**config.mk**
```make
export PLATFORM = sky130hd
export DESIGN_NAME = delay_line_ctrl_flat
export DESIGN_NICKNAME = d
export VERILOG_FILES = /design/src/rtl/delay_line_ctrl_if.sv /design/src/rtl/delay_line_ctrl.sv /design/src/flat_wrapper.sv
export SDC_FILE = /design/constraint.sdc
export NUM_CORES = 1
export LEC_CHECK = 0
export ABC_CLOCK_PERIOD_IN_PS = 8450
export BUFFER_PORTS_ARGS = -buffer_cell sky130_fd_sc_hd__buf_2
export CAP_MARGIN = 20
export CORE_MARGIN = 8
export CORE_UTILIZATION = 35
export CTS_CLUSTER_DIAMETER = 50
export DETAILED_ROUTE_END_ITERATION = 10
export PLACE_DENSITY_LB_ADDON = 0.2
export RECOVER_POWER = 50
export SLEW_MARGIN = 30
export SYNTH_ARGS = -nofsm -noshare
export SYNTH_HDL_FRONTEND = slang
export SYNTH_SLANG_ARGS = --single-unit
```
**constraint.sdc**
```tcl
create_clock -name clk -period 8.45 [get_ports clk]
set_input_delay 1.2675 -clock clk [delete_from_list [all_inputs] [get_ports clk]]
set_output_delay 1.2675 -clock clk [all_outputs]
set_load 0.05 [all_outputs]
```
**src/rtl/delay_line_ctrl_if.sv**
```systemverilog
// Stream, control and status bundle for delay_line_ctrl.
// The slave modport is the delay line itself; the master drives it.
interface delay_line_ctrl_if #(
  parameter int NUM_CH     = 2,
  parameter int DATA_WIDTH = 16,
  parameter int MAX_DEPTH  = 16
);
  localparam int DW = $clog2(MAX_DEPTH + 1);
  localparam int W  = NUM_CH * DATA_WIDTH;

  logic          en_in;
  logic          flush_in;
  logic [DW-1:0] delay_sel_in;
  logic          valid_in;
  logic [W-1:0]  data_in;
  logic          ready_out;
  logic          valid_out;
  logic [W-1:0]  data_out;
  logic [DW-1:0] active_delay_out;
  logic          busy_out;
  logic          cfg_err_out;

  modport master (
    output en_in, flush_in, delay_sel_in, valid_in, data_in,
    input  ready_out, valid_out, data_out, active_delay_out, busy_out, cfg_err_out
  );

  modport slave (
    input  en_in, flush_in, delay_sel_in, valid_in, data_in,
    output ready_out, valid_out, data_out, active_delay_out, busy_out, cfg_err_out
  );
endinterface

```
**src/rtl/delay_line_ctrl.sv**
```systemverilog
// Multi-channel valid-tagged delay line with run-time delay 0..MAX_DEPTH.
// A delay change drains in-flight samples at the old delay before it takes effect.
module delay_line_ctrl #(
  parameter int NUM_CH      = 2,
  parameter int DATA_WIDTH  = 16,
  parameter int MAX_DEPTH   = 16,
  parameter int RESET_DELAY = 4,
  parameter int BYPASS      = 0
) (
  input  logic               clk,
  input  logic               arst_n,
  delay_line_ctrl_if.slave   bus
);
  localparam int DW = $clog2(MAX_DEPTH + 1);
  localparam int W  = NUM_CH * DATA_WIDTH;

  generate
    if (BYPASS != 0) begin : g_bypass
      assign bus.data_out         = bus.data_in;
      assign bus.valid_out        = bus.valid_in;
      assign bus.ready_out        = 1'b1;
      assign bus.busy_out         = 1'b0;
      assign bus.cfg_err_out      = 1'b0;
      assign bus.active_delay_out = '0;
    end else begin : g_pipe
      localparam logic [0:0] RUN   = 1'b0;
      localparam logic [0:0] DRAIN = 1'b1;

      logic [0:0]                   state;
      logic [DW-1:0]                active;
      logic [DW-1:0]                occ;
      logic [DW-1:0]                req;
      logic [MAX_DEPTH-1:0]         vld_pipe;
      logic [MAX_DEPTH-1:0][W-1:0]  data_pipe;
      logic                         over, ready, acc, zero, busy, err;
      logic                         tap_vld, inc, dec, apply;
      logic [W-1:0]                 tap_data;

      assign over  = bus.delay_sel_in > DW'(MAX_DEPTH);
      assign req   = over ? DW'(MAX_DEPTH) : bus.delay_sel_in;
      assign ready = bus.en_in & (state == RUN) & (req == active);
      assign acc   = bus.valid_in & ready;
      assign zero  = (active == '0);
      assign busy  = (occ != '0);

      // Tap mux written as a compare loop so the index width never exceeds the array.
      always_comb begin
        tap_vld  = 1'b0;
        tap_data = '0;
        for (int i = 0; i < MAX_DEPTH; i++) begin
          if (active == DW'(i + 1)) begin
            tap_vld  = vld_pipe[i];
            tap_data = data_pipe[i];
          end
        end
      end

      assign bus.valid_out = zero ? acc : tap_vld;
      assign bus.data_out  = zero ? (acc ? bus.data_in : '0) : (tap_vld ? tap_data : '0);

      assign inc   = acc & ~zero;
      assign dec   = bus.valid_out & ~zero;
      assign apply = (state == RUN) ? ((req != active) & ~busy) : ~busy;

      always_ff @(posedge clk or negedge arst_n) begin
        if (!arst_n) begin
          state     <= RUN;
          active    <= DW'(RESET_DELAY);
          occ       <= '0;
          vld_pipe  <= '0;
          data_pipe <= '0;
          err       <= 1'b0;
        end else if (bus.flush_in) begin
          state     <= RUN;
          active    <= req;
          occ       <= '0;
          vld_pipe  <= '0;
          data_pipe <= '0;
          err       <= over;
        end else if (bus.en_in) begin
          err          <= err | over;
          occ          <= occ + DW'(inc) - DW'(dec);
          data_pipe[0] <= bus.data_in;
          for (int i = 1; i < MAX_DEPTH; i++) data_pipe[i] <= data_pipe[i-1];
          if (apply) begin
            // New tap position: stale valids anywhere in the line must not surface.
            active   <= req;
            state    <= RUN;
            vld_pipe <= '0;
          end else begin
            vld_pipe[0] <= acc;
            for (int i = 1; i < MAX_DEPTH; i++) vld_pipe[i] <= vld_pipe[i-1];
            if (state == RUN && req != active) state <= DRAIN;
          end
        end
      end

      assign bus.ready_out        = ready;
      assign bus.busy_out         = busy;
      assign bus.cfg_err_out      = err;
      assign bus.active_delay_out = active;
    end
  endgenerate
endmodule

```
**src/flat_wrapper.sv**
```systemverilog
// flat-port wrapper written by rule: the top's interface ports become plain ports
module delay_line_ctrl_flat 
#(
  parameter int NUM_CH      = 2,
  parameter int DATA_WIDTH  = 16,
  parameter int MAX_DEPTH   = 16,
  parameter int RESET_DELAY = 4,
  parameter int BYPASS      = 0
)
  (clk, arst_n, bus_en_in, bus_flush_in, bus_delay_sel_in, bus_valid_in, bus_data_in, bus_ready_out, bus_valid_out, bus_data_out, bus_active_delay_out, bus_busy_out, bus_cfg_err_out);
  delay_line_ctrl_if #(.NUM_CH(NUM_CH), .DATA_WIDTH(DATA_WIDTH), .MAX_DEPTH(MAX_DEPTH)) bus_i ();
  input  logic clk;
  input  logic arst_n;
  input wire logic [$bits(bus_i.en_in)-1:0] bus_en_in;
  input wire logic [$bits(bus_i.flush_in)-1:0] bus_flush_in;
  input wire logic [$bits(bus_i.delay_sel_in)-1:0] bus_delay_sel_in;
  input wire logic [$bits(bus_i.valid_in)-1:0] bus_valid_in;
  input wire logic [$bits(bus_i.data_in)-1:0] bus_data_in;
  output wire logic [$bits(bus_i.ready_out)-1:0] bus_ready_out;
  output wire logic [$bits(bus_i.valid_out)-1:0] bus_valid_out;
  output wire logic [$bits(bus_i.data_out)-1:0] bus_data_out;
  output wire logic [$bits(bus_i.active_delay_out)-1:0] bus_active_delay_out;
  output wire logic [$bits(bus_i.busy_out)-1:0] bus_busy_out;
  output wire logic [$bits(bus_i.cfg_err_out)-1:0] bus_cfg_err_out;
  assign bus_i.en_in = bus_en_in;
  assign bus_i.flush_in = bus_flush_in;
  assign bus_i.delay_sel_in = bus_delay_sel_in;
  assign bus_i.valid_in = bus_valid_in;
  assign bus_i.data_in = bus_data_in;
  assign bus_ready_out = bus_i.ready_out;
  assign bus_valid_out = bus_i.valid_out;
  assign bus_data_out = bus_i.data_out;
  assign bus_active_delay_out = bus_i.active_delay_out;
  assign bus_busy_out = bus_i.busy_out;
  assign bus_cfg_err_out = bus_i.cfg_err_out;
  delay_line_ctrl #(.NUM_CH(NUM_CH), .DATA_WIDTH(DATA_WIDTH), .MAX_DEPTH(MAX_DEPTH), .RESET_DELAY(RESET_DELAY), .BYPASS(BYPASS)) u_core (.clk(clk), .arst_n(arst_n), .bus(bus_i));
endmodule
```
==> After elaboration in Yosys (flattened, before gate mapping) <==
Index checks and enable logic that the tools add are counted.
{ "totals": {"in_bits": 42, "output_inout_bits": 41, "reg_bits": 540, "wordCells": 114} }
{ "classes": {"bitwise": 10, "mux": 54, "n_lt_le_gt_ge": 1, "add_sub_neg": 2, "reduce_logical": 8, "eq_ne": 18} }
{ "op_table": {"columns": ["cell", "count"], "rows": [
  ["two-way mux 512 bit", 2],
  ["two-way mux 32 bit", 19],
  ["two-way mux 16 bit", 3],
  ["== test 5 x 4 -> 1 bit (second input constant)", 8],
  ["two-way mux 5 bit", 6],
  ["two-way mux 1 bit", 24],
  ["== test 5 x 3 -> 1 bit (second input constant)", 4],
  ["== test 5 x 2 -> 1 bit (second input constant)", 2],
  ["bitwise AND 1 bit", 6],
  ["adder 5 x 1 -> 5 bit", 1],
  ["== test 5 x 1 -> 1 bit (second input constant)", 1],
  ["== test 5 bit", 1],
  ["== test 5 bit (second input constant)", 1],
  ["> comparator 5 bit (second input constant)", 1],
  ["zero test 5 bit", 1],
  ["!= test 5 bit", 1],
  ["nonzero test 5 bit", 1],
  ["subtractor 5 x 1 -> 5 bit", 1],
  ["AND reduction 2 bit", 2],
  ["nonzero test 2 bit", 2],
  ["NOT 1 bit", 3],
  ["nonzero test 3 bit", 1],
  ["logical AND 1 bit", 1],
  ["OR 1 bit", 1]
]} }

==> Longest topological paths before layout <==
Gate-level depths: netlist of the first run.
{ "logic_depth": {"ltp_word": 22, "ltp_mapped": 22, "ltp_nobuf": 18} }

==> Worst setup path after synthesis of the first run <==
No wires, ideal clock.
{ "synth_path": {"path_kind": "input-to-output", "from": "input bus_delay_sel_in[4]", "to": "output bus_data_out[10]", "path_buffers": 3, "stages": 9, "slack_ns": 4.065, "t_arrival_ns": 3.118, "required_time_ns": 7.183, "path_cell_list": "clkbuf_1 -> nor3b_1 -> a31oi_1 -> nor3b_1 -> and4_1 -> buf_2 -> buf_2 -> nand2_1 -> o21ai_1"} }
{ "synth_between": {"elab_chain_cells": 7} }
{ "synth_rtl": {"columns": ["item", "line", "rtl"], "rows": [
  ["start, declared", "flat_wrapper.sv:16", "input wire logic [$bits(bus_i.delay_sel_in)-1:0] bus_delay_sel_in;"],
  ["> comparator 5 bit", "delay_line_ctrl.sv:39", "assign over = bus.delay_sel_in > DW'(MAX_DEPTH);"],
  ["two-way mux 5 bit *", "delay_line_ctrl.sv:40", "assign req = over ? DW'(MAX_DEPTH) : bus.delay_sel_in;"],
  ["== test 5 bit *", "delay_line_ctrl.sv:41", "assign ready = bus.en_in & (state == RUN) & (req == active);"],
  ["bitwise AND 1 bit *", "delay_line_ctrl.sv:41", null],
  ["bitwise AND 1 bit *", "delay_line_ctrl.sv:42", "assign acc = bus.valid_in & ready;"],
  ["two-way mux 32 bit * (2 in a row)", "delay_line_ctrl.sv:59", "assign bus.data_out = zero ? (acc ? bus.data_in : '0) : (tap_vld ? tap_data : '0);"],
  ["end, declared", "flat_wrapper.sv:21", "output wire logic [$bits(bus_i.data_out)-1:0] bus_data_out;"]
]} }
Mark *: on every way between the ends. The rest lies on a longest branch, timed or not.

==> Worst setup path after layout of the first run <==
{ "layout_path": {"from": "register u_core.g_pipe.active[0] (netlist: u_core.bus.active_delay_out[0])", "to": "output bus_data_out[29]"} }
{ "layout_between": {"elab_chain_cells": 19} }
{ "layout_rtl": {"columns": ["item", "line", "rtl"], "rows": [
  ["start, declared", "delay_line_ctrl.sv:30", "logic [DW-1:0] active;"],
  ["start signal, assigned", "delay_line_ctrl.sv:68", "active <= DW'(RESET_DELAY);"],
  ["start signal, assigned", "delay_line_ctrl.sv:75", "active <= req;"],
  ["start signal, assigned", "delay_line_ctrl.sv:87", "active <= req;"],
  ["== test 5 x 1 -> 1 bit", "delay_line_ctrl.sv:51", "if (active == DW'(i + 1)) begin"],
  ["two-way mux 32 bit or two-way mux 1 bit (tied branches) (16 in a row)", "delay_line_ctrl.sv:51", null],
  ["two-way mux 32 bit", "delay_line_ctrl.sv:59", null],
  ["two-way mux 32 bit *", "delay_line_ctrl.sv:59", null]
]} }
Marked as above.

==> flow_metrics.tcl, run 1 <==
set metrics [dict create \
    status "finished, violations left" \
    violations "max-capacitance violations, max-slew violations" \
    area_growth_pct 14.7 \
    drt-total-wl_mm 95.6 \
    grt_max_degree 214 \
    slew_viol_final 313 \
    synth_most_common_cell "nor2_1" \
    highest_layer "met5" \
    synthAdderAreaFrac_pct 0.352 \
    die_height_um 294 \
    final_core_util_pct 40.2 \
    grt_usage_pct 21.6 \
    ir_drop_v 0.000140 \
    crit_family "simple AND/OR/NAND/NOR gates" \
    fin_setup_tns_ns 0 \
    syn_nets 2685 \
    syn_inst 2636 \
    max_freq_mhz 166 \
    clk_latency_ns 0.63 \
    synthTopCellsByArea "dfrtp_1 (50%), mux2i_1 (20%), nor2_1 (8.2%)" \
    drv_cap 5 \
    rsz0062_at_grt "no" \
    cpPeakStageDelay_ns 0.93 \
    numPortBuffers 82 \
    drc 0 \
    hp-class "reg -> reg" \
    drive_gt1_share_pct 11.7 \
    dr_wl_met3_mm 6.19 \
    path_class "reg -> out" \
    start_kind "register" \
    place_worst_setup_slack_ns 3.23 \
    drtAntennaViolNets 0 \
    start_util_pct 35.1 \
    rows 102 \
    synth_edf_count 0 \
    drt-initial-drc-count 2371 \
    synthArstFlopShare_pct 100 \
    cts_hold_repair.buffers 0 \
    cts_buffer_depth 3 \
    cp-end-kind "output port" \
    ioPinCount 83 \
    cp_max_fo 35 \
    cp.required_ns 7.18 \
    cts.sinks 540 \
    power.leakage_nw 14.8 \
    avgSynthCellArea_um2 10.2 \
    placed_cell_area_um2 28400 \
    synth-simple-area-share_pct 12.5 \
    synth_top_area_share_pct 50.0 \
    wire_per_inst_um 25.6 \
    crit_path_cell_trace "buf_4, nand2b_1, nor2_2, a22oi_1, nand3_1, a221oi_1, nor3_1, a21o_1, buf_2" \
    ctsResizeCount 0 \
    final_nets 2692 \
    vias 21500 \
    hold_violations 0 \
    synth_mux_area_share_pct 20.9 \
    ctsRootBufferMaster "clkbuf_16" \
    dp_hpwl_mm 64.3 \
    h-tree-depth 3 \
    dp_cells 3605 \
    setup_ws_ns 2.43 \
    antenna_found_initial 1 \
    met2_length_mm 43.9 \
    synth_cell_types 82 \
    core-area_um2 77000 \
    seq_area_frac_synth_pct 50.1 \
    tightest_slew_ns 3.22 \
    post-cts-setup-buffers 0 \
    diodes 0 \
    die_w_um 294 \
    cp_num_buf_inv 2 \
    ys_top_cells_by_count "nor2_1 (592), dfrtp_1 (539), mux2i_1 (539)" \
    yosys_warnings 0 \
    synth_compound_area_share_pct 12.2 \
    powerDensity_nw_per_um2 225 \
    ys_ff_latch 540 \
    power_mw 6.97 \
    synth_top_family_by_area "multiplexers" \
    clk_pin_slew_ns 0.06 \
    wl_met1_mm 40.7 \
    grt_pass1_vias 21200 \
    cts_tree "done" \
    skew_ns 0.0197 \
    firstDrtPassIters 10 \
    stdcell_area_um2 31000 \
    grt-ovfl-total 0 \
    crit_slowest_cell "nor2_2" \
    grt_pass1_wl_mm 143 \
    setup_violations 0 \
    fin_cells 3739 \
    period_minus_slack_ns 6.02 \
    dieArea_um2 86300 \
    synth.largest_area_cell "dfrtp_1" \
    max_slew_margin_pct -115 \
    timing.hold.ws_ns 0.525 \
    synthesis.area_um2 27000 \
    numCtsBuffers 72 \
    vias_per_cell 5.74 \
    arrival_ns 4.76 \
    routabilityCongestion 0.907 \
    synth_xor_area_share_pct 0.195 \
    period_share_pct 71.3 \
    synth_flop_cell "dfrtp_1" \
]
-- path summary, 6_finish.rpt --
path	from	end	slack, ns	depth (start not counted)
worst max-delay path	u_core.bus.active_delay_out[0]	bus_data_out[29]	2.43	9
worst min-delay path	u_core.g_pipe.data_pipe[496]	u_core.g_pipe.data_pipe[496]	0.53	2
worst max register to register	u_core.bus.active_delay_out[0]	u_core.g_pipe.occ[4]	3.28	20
worst min register to register	u_core.g_pipe.data_pipe[496]	u_core.g_pipe.data_pipe[496]	0.53	2
max in group asynchronous	arst_n	u_core.g_pipe.data_pipe[146]	2.97	3
min in group asynchronous	arst_n	u_core.g_pipe.data_pipe[225]	1.15	1
-- logic make-up after synthesis --
family,Yosys count
AND/OR/NAND/NOR,798
multiplexers,560
flip-flops,540
AO/OA/AOI/OAI,481
buffers and inverters,244
adder cells (fa/ha/maj),7
XOR/XNOR,6
-- worst register-to-register path, delay by kind of cell (launching register included) --
kind                       cells  cell delay [ns]
AOI/OAI and AO/OA              6             0.94
xor gates and xnor gates       1             0.15
adders and majority gates      3             0.88
buffers and inverters          6             1.33
DFF                            1             0.64
and+or+nand+nor                4             1.01
-- cells in the final DEF (no fill, tap or decap), types with 12 or more instances in the layout --
master and instances:
o22ai_1 27, mux2_2 19, nor2_1 587, a21oi_1 89
a22o_1 36, clkbuf_8 12, nand2_1 77, buf_4 49
a21o_1 14, clkbuf_1 15, o21ai_0 109, clkbuf_16 72
o2bb2ai_1 14, a31oi_1 15, nor3_1 21, inv_1 30
a22oi_1 45, dfrtp_1 537, buf_2 79, mux2i_1 539
nand3_1 25, a221oi_1 17
-- registers in the layout, summed over array words and instances (netlist names) --
name	flops
u_core.g_pipe.occ	5
u_core.g_pipe.data_pipe	512
u_core.g_pipe.state	1
u_core.bus.cfg_err_out	1
u_core.g_pipe.vld_pipe	16
u_core.bus.active_delay_out	5
-- cell type report --
cell class              instances  area (µm²)
inverters                      31         119
fillers                      7537       46000
clock inverters                35         468
flip-flops and latches        540       13500
well taps                    1040        1300
multi-input cells            1852       12500
clock buffers                  95        2010
repair buffers                146        1070
-- routing by layer --
layer	global-route usage [%]	vias to the layer above
met3	3.90	228
li1	-	9357
met1	29.0	11000
met4	9.69	2
met5	0	-
met2	33.9	880
-- power by group --
part	switching, mW	total, mW	internal, mW
combinational	0.854	1.18	0.322
sequential	0.0487	2.67	2.62
clock	1.26	3.13	1.87
total	2.17	6.97	4.81
Note: power is estimated with default switching activity, not from simulation.
==> run 2, diff against run 1 <==
--- a/config.mk
+++ b/config.mk
@@ -5,7 +5,7 @@
 export SDC_FILE = /design/constraint.sdc
 export NUM_CORES = 1
 export LEC_CHECK = 0
-export ABC_CLOCK_PERIOD_IN_PS = 8450
+export ABC_CLOCK_PERIOD_IN_PS = 6000
 export BUFFER_PORTS_ARGS = -buffer_cell sky130_fd_sc_hd__buf_2
 export CAP_MARGIN = 20
 export CORE_MARGIN = 8
==> constraint.sdc (replaced) <==
create_clock -name clk -period 6 [get_ports clk]
set_input_delay 0.9 -clock clk [delete_from_list [all_inputs] [get_ports clk]]
set_output_delay 0.9 -clock clk [all_outputs]
set_load 0.05 [all_outputs]
==> flow_metrics.tcl, run 2 (synthesized netlist as in run 1, its figures left out) <==
set metrics [dict create \
    skew_ns 0.0240 \
    vias_per_cell 5.67 \
    path_class "reg -> out" \
    layout_commonest_cell "nor2_1" \
    status "finished, violations left" \
    routabilityCongestion 0.906 \
    ctsResizeCount 0 \
    gr-usage-met2_pct 33.1 \
    firstDrtPassIters 6 \
    antenna_found_initial 0 \
    use_met1_pct 28.3 \
    post-cts-setup-buffers 0 \
    cts_tree "done" \
    grt_busiest_layer "met2" \
    cp.required_ns 5.10 \
    place_worst_setup_slack_ns 1.22 \
    ioPinCount 83 \
    rr_endpoint "u_core.g_pipe.occ[4]" \
    grt-ovfl-total 0 \
    start_kind "register" \
    dieArea_um2 86300 \
    drtAntennaViolNets 0 \
    rsz0062_at_grt "no" \
    r2r_slack_ns 1.17 \
    numPortBuffers 82 \
    numCtsBuffers 71 \
    fillers 7515 \
    ctsRootBufferMaster "clkbuf_16" \
    grt_pass1_vias 20800 \
    slew_viol_final 862 \
    final_cell_mix "nor2_1 (587), mux2i_1 (539), dfrtp_1 (537)" \
    die_w_um 294 \
    rows 102 \
    power_mw 9.73 \
    period_minus_slack_ns 5.54 \
    setup_violations 0 \
    violations "max-capacitance violations, max-slew violations" \
    diodes 0 \
    setup_ws_ns 0.462 \
    power.leakage_nw 14.8 \
    powerDensity_nw_per_um2 316 \
    clk_pin_slew_ns 0.05 \
    area_growth_pct 14.1 \
    reg2reg_depth 19 \
    period_share_pct 92.3 \
    vias 21200 \
    drc 0 \
    final_nets 2694 \
    hold_violations 0 \
    start_util_pct 35.1 \
    cp_max_fo 26 \
    met3_usage_pct 3.66 \
    clk_latency_ns 0.61 \
    hp-class "in -> async" \
    die_height_um 294 \
    wire_per_inst_um 24.8 \
    grt_usage_pct 21.0 \
    reg2reg_from "u_core.bus.active_delay_out[2]" \
    cts.sinks 540 \
    dp_hpwl_mm 62.0 \
    largestRegisters "u_core.g_pipe.data_pipe x512, u_core.g_pipe.vld_pipe x16" \
    grt_pass1_wl_mm 139 \
    cts_hold_repair.buffers 0 \
    drt-total-wl_mm 92.6 \
    ir_drop_v 0.000160 \
    arrival_ns 4.64 \
    h-tree-depth 3 \
    max_freq_mhz 181 \
    drive_gt1_share_pct 11.7 \
    drt-initial-drc-count 2070 \
    cts_buffer_depth 3 \
    core-area_um2 77000 \
    cp-end-kind "output port" \
    grt_max_degree 208 \
    drv_cap 8 \
    tightest_slew_ns 4.29 \
    max_slew_margin_pct -186 \
    largest_reg_flops 512 \
    fin_setup_tns_ns 0 \
    top_register "u_core.g_pipe.data_pipe" \
]
## run 2: final cells by class
cell class                      count  area [µm²]  share of cell area [%]
Clock inverter                     29         360                    1.17
Multi-Input combinational cell   1852       12500                    40.5
Tap cell                         1040        1300                    4.23
Inverter                           31         119                   0.386
Timing Repair Buffer              149         983                    3.19
Clock buffer                       96        2020                    6.57
Sequential cell                   540       13500                    43.9
## run 2: report_power, final
part	leakage [nW]	internal (mW)	total, mW	switching, mW
registers	7.50	3.69	3.78	0.0906
clock network	1.16	2.64	4.30	1.67
logic	6.12	0.462	1.64	1.18
total	14.8	6.79	9.73	2.94
## run 2: how the worst max path moves through the flow
stage                                              end  slack, ns                           start
after floorplan                   u_core.g_pipe.occ[4]       2.14  u_core.bus.active_delay_out[3]
after global placement                 bus_data_out[1]       1.23  u_core.bus.active_delay_out[3]
after detailed placement               bus_data_out[1]       1.22  u_core.bus.active_delay_out[3]
after CTS                              bus_data_out[1]       0.55  u_core.bus.active_delay_out[3]
after global routing      u_core.g_pipe.data_pipe[352]       0.29                          arst_n
final                                  bus_data_out[1]       0.46  u_core.bus.active_delay_out[3]
## run 2: stage by stage
step / cells / hold slack [ns] / utilization (%) / area [µm²]
5_1_grt: 3737 / 0.394 / 40.0 / 30800
6_report: 3737 / 0.336 / 40.0 / 30800
4_1_cts: 3735 / 0.371 / 40.1 / 30800
3_3_place_gp: 3610 / 0.503 / 37.0 / 28400
3_5_place_dp: 3610 / 0.514 / 37.0 / 28500
2_1_floorplan: 2636 / 0.482 / - / 27000
## run 2: critical path, cell delays in order, from the launching register on
cell and delay [ns]:
dfrtp_1 0.90, or3b_1 0.64, nor2_2 0.87, buf_4 0.31
a221oi_1 0.09, a31oi_1 0.66, a22o_1 0.26, buf_2 0.27
## run 2: metal layers
metal	wire length, µm	part of all wire, %	vias up
met3	5660	6.1	217
met4	4290	4.6	0
met2	42500	46	775
met1	40100	43	10800
li1	-	-	9354
met5	0	0	-
==> run 3, diff against run 2 <==
--- a/config.mk
+++ b/config.mk
@@ -12,7 +12,8 @@
 export CORE_UTILIZATION = 35
 export CTS_CLUSTER_DIAMETER = 50
 export DETAILED_ROUTE_END_ITERATION = 10
-export PLACE_DENSITY_LB_ADDON = 0.2
+export GPL_TIMING_DRIVEN = 0
+export PLACE_DENSITY = 0.48
 export RECOVER_POWER = 50
 export SLEW_MARGIN = 30
 export SYNTH_ARGS = -nofsm -noshare
==> flow_metrics.tcl, run 3 (synthesized netlist as in run 1, its figures left out) <==
set metrics [dict create \
    status "finished, violations left" \
    violations "max-capacitance violations, max-slew violations, negative setup slack" \
    final_core_util_pct 41.2 \
    layout_commonest_cell "nor2_1" \
    hold_violations 0 \
    start_kind "register" \
    drt-total-wl_mm 135 \
    grt_usage_pct 30.6 \
    h-tree-depth 3 \
    crit_slowest_cell "a22oi_1" \
    switchingPower_mw 3.49 \
    rsz0062_at_grt "no" \
    stdcell_area_um2 31700 \
    vias_per_cell 5.92 \
    p_clk_share_pct 46.6 \
    ir_drop_v 0.000213 \
    pwr-share-comb_pct 18.5 \
    multi_input_area_um2 12500 \
    area_growth_pct 17.3 \
    drive_gt1_share_pct 12.2 \
    rows 102 \
    slew_viol_final 330 \
    antenna_found_initial 3 \
    max_freq_mhz 165 \
    path_class "reg -> out" \
    intPower_mw 7.25 \
    power_mw 10.7 \
    dieArea_um2 86300 \
    seq_area_um2 13500 \
    vias 23200 \
    powerDensity_nw_per_um2 339 \
    grt_pass1_vias 22400 \
    cp_max_fo 10 \
    die_w_um 294 \
    period_minus_slack_ns 6.06 \
    cp-end-kind "output port" \
    numPortBuffers 80 \
    firstDrtPassIters 6 \
    hold_depth 1 \
    drt-initial-drc-count 2483 \
    hp-class "reg -> reg" \
    tightest_slew_ns 3.37 \
    ctsRootBufferMaster "clkbuf_16" \
    largest_reg_flops 512 \
    ctsResizeCount 0 \
    drv_cap 5 \
    skew_ns 0.0320 \
    clk_pin_slew_ns 0.05 \
    cts_buffer_depth 3 \
    routabilityCongestion 0.987 \
    period_share_pct 101 \
    final_nets 2855 \
    cpPeakStageDelay_ns 0.68 \
    grt_pass1_wl_mm 186 \
    crit_path_cell_trace "buf_4, buf_6, buf_2, buf_2, mux4_2, a22oi_1, o21ai_0, a21oi_1, a21oi_1, a22o_1, buf_2" \
    numCtsBuffers 80 \
    start_util_pct 35.1 \
    grt-ovfl-total 0 \
    switching_share_pct 32.5 \
    final_cell_mix "nor2_1 (591), mux2i_1 (539), dfrtp_1 (539)" \
    power.leakage_nw 15.2 \
    max_slew_margin_pct -125 \
    seqPwrFrac_pct 34.8 \
    cts_tree "done" \
    clk_latency_ns 0.65 \
    die_height_um 294 \
    crit_top_cell "buf_2" \
    reg2reg_depth 21 \
    fillers 7676 \
    wire_per_inst_um 34.4 \
    grt_max_degree 83 \
    setup_ws_ns -0.0561 \
    placed_cell_area_um2 28900 \
    arrival_ns 5.16 \
    drc 0 \
    dp_hpwl_mm 103 \
    largestRegisters "u_core.g_pipe.data_pipe x512, u_core.g_pipe.vld_pipe x16" \
    drtAntennaViolNets 0 \
    ioPinCount 83 \
    cts.sinks 540 \
    top_register "u_core.g_pipe.data_pipe" \
    post-cts-setup-buffers 0 \
    core-area_um2 77000 \
    cts_hold_repair.buffers 0 \
    setup_violations 1 \
    cp.required_ns 5.10 \
]
-- run 3: changes by cell type in the layout (fill, tap and decap cells not counted), sizes merged --
cell,change
buf,+54
bufinv,+5
clkbuf,+100
clkinv,+5
clkinvlp,+5
diode,+3
dlymetal6s2s,+1
inv,+4
-- run 3: metal layers --
layer | global-route usage [%] | vias up | share of wire (%)
met1 | 41.0 | 12000 | 42
met3 | 7.57 | 306 | 8.8
met2 | 46.5 | 1164 | 43
li1 | - | 9718 | -
met4 | 14.1 | 0 | 6.1
met5 | 0 | - | 0
-- run 3: through the flow --
step	setup slack (ns)	hold slack [ns]	setup TNS, ns	std cells
after global routing	0.0611	0.533	0	3911
final	-0.0561	0.522	-0.0561	3914
after detailed placement	0.789	0.512	0	3764
after floorplan	2.14	0.482	0	2636
after CTS	0.0937	0.125	0	3911
after global placement	-7.45	0.505	-3975.52	3756
-- run 3: final timing paths --
kind / end / slack, ns / from
max in group asynchronous: u_core.g_pipe.occ[0] / 1.04 / arst_n
min: u_core.g_pipe.vld_pipe[14] / 0.52 / u_core.g_pipe.vld_pipe[13]
min in group asynchronous: u_core.g_pipe.data_pipe[433] / 0.75 / arst_n
max reg2reg: u_core.g_pipe.occ[4] / 1.17 / u_core.bus.active_delay_out[3]
max: bus_data_out[30] / -0.06 / u_core.bus.active_delay_out[1]
min reg2reg: u_core.g_pipe.vld_pipe[14] / 0.52 / u_core.g_pipe.vld_pipe[13]
-- run 3: worst max-delay path, delay by kind of cell (launching register included) --
family / cells / cell delay, ns
buffers and inverters: 5 / 1.57
muxes: 1 / 0.45
DFF: 1 / 0.36
AOI/OAI and AO/OA: 5 / 2.14
-- run 3: power groups by stage --
| stage | clock (mW) | sequential [mW] | combinational, mW |
|---|---|---|---|
| after floorplan | 0 | 3.80 | 0.977 |
| after CTS | 5.05 | 3.74 | 1.93 |
| final | 5.01 | 3.74 | 1.99 |
| after detailed placement | 0 | 3.80 | 1.92 |
| after global placement | 0 | 3.80 | 1.90 |
| after global routing | 5.21 | 3.74 | 2.02 |
-- run 3: final cells by class --
class	instances	share of cell area [%]
repair buffers	88	1.56
flip-flops and latches	540	42.7
diodes	3	0.0237
inverters	31	0.375
clock buffers	99	6.90
multi-input cells	1852	39.4
plain buffers	213	2.95
clock inverters	48	2.06
well taps	1040	4.11
